`src/rtl/digit_scroller.sv`:
```
// rtl/digit_scroller.sv - six-digit scrolling window over an eight-digit BCD message
// Optional SCROLL_GAP_EN: message period 10 with two blank positions after the message.
module digit_scroller #(
  parameter int TICK_DIV = 5000000
) (
  input  logic        clk,
  input  logic        rst,
  input  logic        load,
  input  logic [31:0] msg_in,
  input  logic        run,
  input  logic        dir,
  output logic [23:0] digit_out,
  output logic [5:0]  blank_out,
  output logic        step,
  output logic        wrap
);

`ifdef SCROLL_GAP_EN
  localparam int LEN = 10;
  localparam int PW  = 4;
`else
  localparam int LEN = 8;
  localparam int PW  = 3;
`endif
  localparam int CW = $clog2(TICK_DIV);
  localparam logic [PW-1:0] PTR_MAX = PW'(LEN - 1);
  localparam logic [CW-1:0] PRE_MAX = CW'(TICK_DIV - 1);

  typedef enum logic [1:0] {EMPTY, SHOW, SCROLL} state_t;

  state_t          state, state_nxt;
  logic [1:0]      rst_sync;
  logic            rst_i;
  logic [31:0]     buf_q;
  logic [PW-1:0]   ptr, ptr_nxt, pos;
  logic [CW-1:0]   presc;
  logic            tc, do_step, blk;
  logic [3:0]      nib;

  // Assert immediately, release two clean edges after rst falls.
  always_ff @(posedge clk or posedge rst) begin
    if (rst) rst_sync <= 2'b11;
    else     rst_sync <= {rst_sync[0], 1'b0};
  end
  assign rst_i = rst_sync[1];

  always_comb begin
    state_nxt = state;
    ptr_nxt   = ptr;
    tc        = (state == SCROLL) && (presc == PRE_MAX);
    do_step   = tc && !load;
    if (do_step) begin
      if (dir) ptr_nxt = (ptr == '0) ? PTR_MAX : ptr - 1'b1;
      else     ptr_nxt = (ptr == PTR_MAX) ? '0 : ptr + 1'b1;
    end
    case (state)
      EMPTY:   state_nxt = EMPTY;
      SHOW:    if (run)  state_nxt = SCROLL;
      SCROLL:  if (!run) state_nxt = SHOW;
      default: state_nxt = EMPTY;
    endcase
    if (load) state_nxt = run ? SCROLL : SHOW;
  end

  always_ff @(posedge clk or posedge rst_i) begin
    if (rst_i) begin
      state <= EMPTY;
      buf_q <= '1;
      ptr   <= '0;
      presc <= '0;
      step  <= 1'b0;
      wrap  <= 1'b0;
    end else begin
      state <= state_nxt;
      step  <= do_step;
      wrap  <= do_step && (ptr_nxt == '0);
      if (load) begin
        buf_q <= msg_in;
        ptr   <= '0;
        presc <= '0;
      end else begin
        ptr <= ptr_nxt;
        // Prescaler holds its value outside SCROLL so a pause resumes mid-interval.
        if (state == SCROLL) presc <= tc ? '0 : presc + 1'b1;
      end
    end
  end

  always_comb begin
    digit_out = '1;
    blank_out = '1;
    pos       = '0;
    nib       = 4'hF;
    blk       = 1'b1;
    if (state != EMPTY) begin
      for (int k = 0; k < 6; k++) begin
        pos = ptr + PW'(k);
`ifdef SCROLL_GAP_EN
        if (pos >= PW'(LEN)) pos = pos - PW'(LEN);
        nib = buf_q[{~pos[2:0], 2'b00} +: 4];
        blk = (nib > 4'd9) || pos[3];
`else
        nib = buf_q[{~pos[2:0], 2'b00} +: 4];
        blk = (nib > 4'd9);
`endif
        digit_out[(5-k)*4 +: 4] = blk ? 4'hF : nib;
        blank_out[5-k]          = blk;
      end
    end
  end

endmodule

```
`config.mk`:
```
export PLATFORM = sky130hd
export DESIGN_NAME = digit_scroller
export DESIGN_NICKNAME = d
export VERILOG_FILES = /design/src/rtl/digit_scroller.sv
export SDC_FILE = /design/constraint.sdc
export NUM_CORES = 1
export LEC_CHECK = 0
export CAP_MARGIN = 20
export CORE_ASPECT_RATIO = 0.75
export CORE_MARGIN = 1
export CORE_UTILIZATION = 59
export DETAILED_ROUTE_END_ITERATION = 16
export PLACE_DENSITY = 0.87
export SYNTH_ARGS = -nofsm -noshare
export SYNTH_HDL_FRONTEND = slang
export SYNTH_SLANG_ARGS = --single-unit
```
`constraint.sdc`:
```
create_clock -name clk -period 7.7 [get_ports clk]
set_input_delay 1.54 -clock clk [delete_from_list [all_inputs] [get_ports clk]]
set_output_delay 1.54 -clock clk [all_outputs]
set_load 0.02 [all_outputs]
```
==> out/qor.yml <==
floorplanning:
  die_y_um: 76.23
  rows: 26
  core_area_sq_mm: 0.006962
  dieArea_sq_mm: 0.007696
  dieWidth_um: 101.0
  io_pins: 69
  initial_utilization_pct: 62.26
final_layout:
  final_net_count: 491
  drive_gt1_share_pct: 28.04
  num_antenna_cells: 0
  post-route-util_pct: 75.00
  fill_cells: 485
  ff_latch_area_sq_mm: 0.001645
  syn_to_final_growth_pct: 20.47
  multi_input_area_sq_mm: 0.002504
  stdcell_count: 551
timing:
  skew_ns: 0.007389
  rsz0062_at_grt: "false"
  relSlewSlack_pct: 29.52
  fin_crit_ns: 5.729
  setup_viol: 0
  max_freq_ghz: 0.1745
  timing.final.crit_share_pct: 74.40
  tightest_slew_ns: 1.047
  final-hold-violation-count: 0
  drv_slew: 0
  setup_tns_ns: 0
global_routing:
  grt_pass1_vias: 3283
  grt_max_degree: 63
  grt_pass1_wl_um: 17140
  grt_usage_pct: 29.07
  antenna_found_initial: 0
  overflow: 0
routing:
  routed_via_density: 6.501
  dr.pass1.iters: 5
  route.vias.total: 3582
  drt_wl_total_um: 10490
  wl_per_cell_um: 19.04
  drc: 0
  ant_nets: 0
  drt_iter0_drc: 376
synthesis:
  async_reset_ff_share_pct: 100.0
  ys_top_cells_by_area: "dfstp_2, dfrtp_1, mux4_2, mux2_2, mux2i_1"
  synth-seq-area-share_pct: 37.93
  synth_top_area_cell: "dfstp_2"
  ys_types: 49
  syn-num-nets: 432
  syn_area_sq_mm: 0.004334
  avgSynthCellArea_sq_um: 11.14
  synth_commonest_cells: "mux2_2, mux2i_1, dfstp_2, dfrtp_1, mux4_2"
  synth_most_common_cell: "mux2_2"
  synth_edf_count: 0
  netlist_instances: 389
  yosys_warnings: 0
  ys_ff_latch: 64
  synth_top_flop_cell: "dfstp_2"
  synth_top_area_share_pct: 20.61
clocking:
  clock_latency_ns: 0.35
  clock_sinks: 64
  holdBufCountCts: 0
  cts-resized-gates: 0
  numCtsBuffers: 9
  cts_tree: "built"
  cts_max_path_buffers: 2
  cts_setup_buffers: 0
  root_buffer: "clkbuf_8"
  htreeDepth: 3
  clkTransAtPathRegs_ns: 0.07
pwr:
  vdd_drop_max_uv: 115.6
  powerDensity_mw_per_mm2: 167.4
  fin_total_pwr_mw: 0.8740
  p_leak_nw: 1.911
setup_path:
  critPathSlowestCell: "ha_1"
  cp-end-kind: "output pin"
  path_max_fanout: 19
  rr_startpoint: "ptr[1]$_DFF_PP0_"
  critical_path_class: "flip-flop to output pin"
  path_cells: "clkinv_1 > ha_1 > mux4_2 > mux2i_1 > and2_1 > nor3_1 > a211o_1 > clkdlybuf4s50_1"
  slowest_delay_ns: 0.89
  crit_arrival_ns: 4.19
  start_kind: "flip-flop"
  worstPathRequired_ns: 6.16
  worstSetupStartpoint: "ptr[1]$_DFF_PP0_"
placement:
  hpwl_um: 7702
  place_congestion: 0.8835
  portBuffers: 68
  placed_cells: 534
run_status:
  status: "finished clean"
hold_path:
  hold_start: "rst_sync[0]$_DFF_PP1_"
  hp-class: "flip-flop to flip-flop"
job:
  maxCapViolCount: 0
[registers in the layout, summed over array words and instances (netlist names)]
signal and flops:
buf_q 32, presc 23, ptr 3, rst_sync 2
state 2, step 1, wrap 1
[cells in the final DEF (no fill, tap or decap), types with 3 or more instances in the layout]
master / synthesis / final
xor2_1: 4 / 4
nor3_1: 3 / 3
and2_1: 8 / 8
a31oi_1: 3 / 3
nand4_1: 8 / 8
mux2i_1: 35 / 35
nor2b_1: 7 / 7
ha_1: 6 / 6
nand3_1: 18 / 18
clkbuf_8: 0 / 11
clkdlybuf4s50_1: 0 / 67
a21oi_1: 25 / 25
dfrtp_1: 30 / 29
mux2_2: 37 / 37
nand2_1: 18 / 18
a21o_1: 3 / 3
dfstp_2: 34 / 34
o21ai_0: 16 / 16
nor2_1: 19 / 19
or3_1: 3 / 3
nand2b_1: 5 / 5
o211ai_1: 9 / 9
a22o_1: 4 / 4
nor4_1: 5 / 5
inv_1: 15 / 14
a22oi_1: 3 / 3
mux4_2: 26 / 26
[per-stage QoR]
step	hold slack (ns)	worst slack, ns	instance area (sq um)
final	0.3571	1.971	5221
after global routing	0.3604	1.713	5221
after CTS	0.3593	1.970	5206
after detailed placement	0.3491	2.357	5022
after global placement	0.3476	2.514	5022
after floorplan	0.3452	2.960	4334
[routing by layer]
| layer | GRT usage (%) | wire [um] | up-vias |
|---|---|---|---|
| li1 | - | - | 1585 |
| met1 | 43.34 | 4536 | 1774 |
| met2 | 42.47 | 4864 | 198 |
| met3 | 6.239 | 896 | 25 |
| met4 | 9.275 | 196 | 0 |
| met5 | 0 | 0 | - |
[path summary, 6_finish.rpt]
check,endpoint,slack (ns),cells past startpoint
setup / recovery,digit_out[8],1.97,8
hold / removal,rst_sync[1]$_DFF_PP1_,0.36,0
setup reg to reg,wrap$_DFF_PP0_,4.82,6
hold reg to reg,rst_sync[1]$_DFF_PP1_,0.36,0
max in group asynchronous,rst_sync[1]$_DFF_PP1_,6.15,2
min in group asynchronous,state[1]$_DFFE_PP0P_,0.48,2
[logic make-up (layout without fill, tap and decap cells)]
group           after synthesis  in the layout  synth area share [%]
compound gates               70             70                 9.931
xor+xnor                      4              4                0.8082
fa+ha+maj                     6              6                 1.732
buf+inv                      39            103                 4.301
flops                        64             64                 37.93
mux                          98             98                 31.21
other cells                   1              1               0.08652
simple gates                107            107                 14.00
[cell type report]
cell class	instances	share of cell area, %
flip-flops and latches	64	31.51
clock inverters	4	0.5512
well taps	98	2.348
repair buffers	71	13.52
clock buffers	12	2.971
multi-input cells	286	47.95
inverters	16	1.150
[worst max-delay path, delay by kind of cell, from the launching register on]
family          cells  cell delay [ns]
compound gates      1             0.23
buf+inv             2             0.96
flops               1             0.72
simple gates        2             0.28
mux                 2             0.76
fa+ha+maj           1             0.89
[power breakdown]
part / internal (mW) / leakage [nW] / total (mW) / switching, mW
sequential: 0.370 / 0.771 / 0.396 / 0.0260
combinational: 0.108 / 1.05 / 0.210 / 0.102
clock: 0.134 / 0.0886 / 0.268 / 0.134
Power figures use the tool's default switching activity.
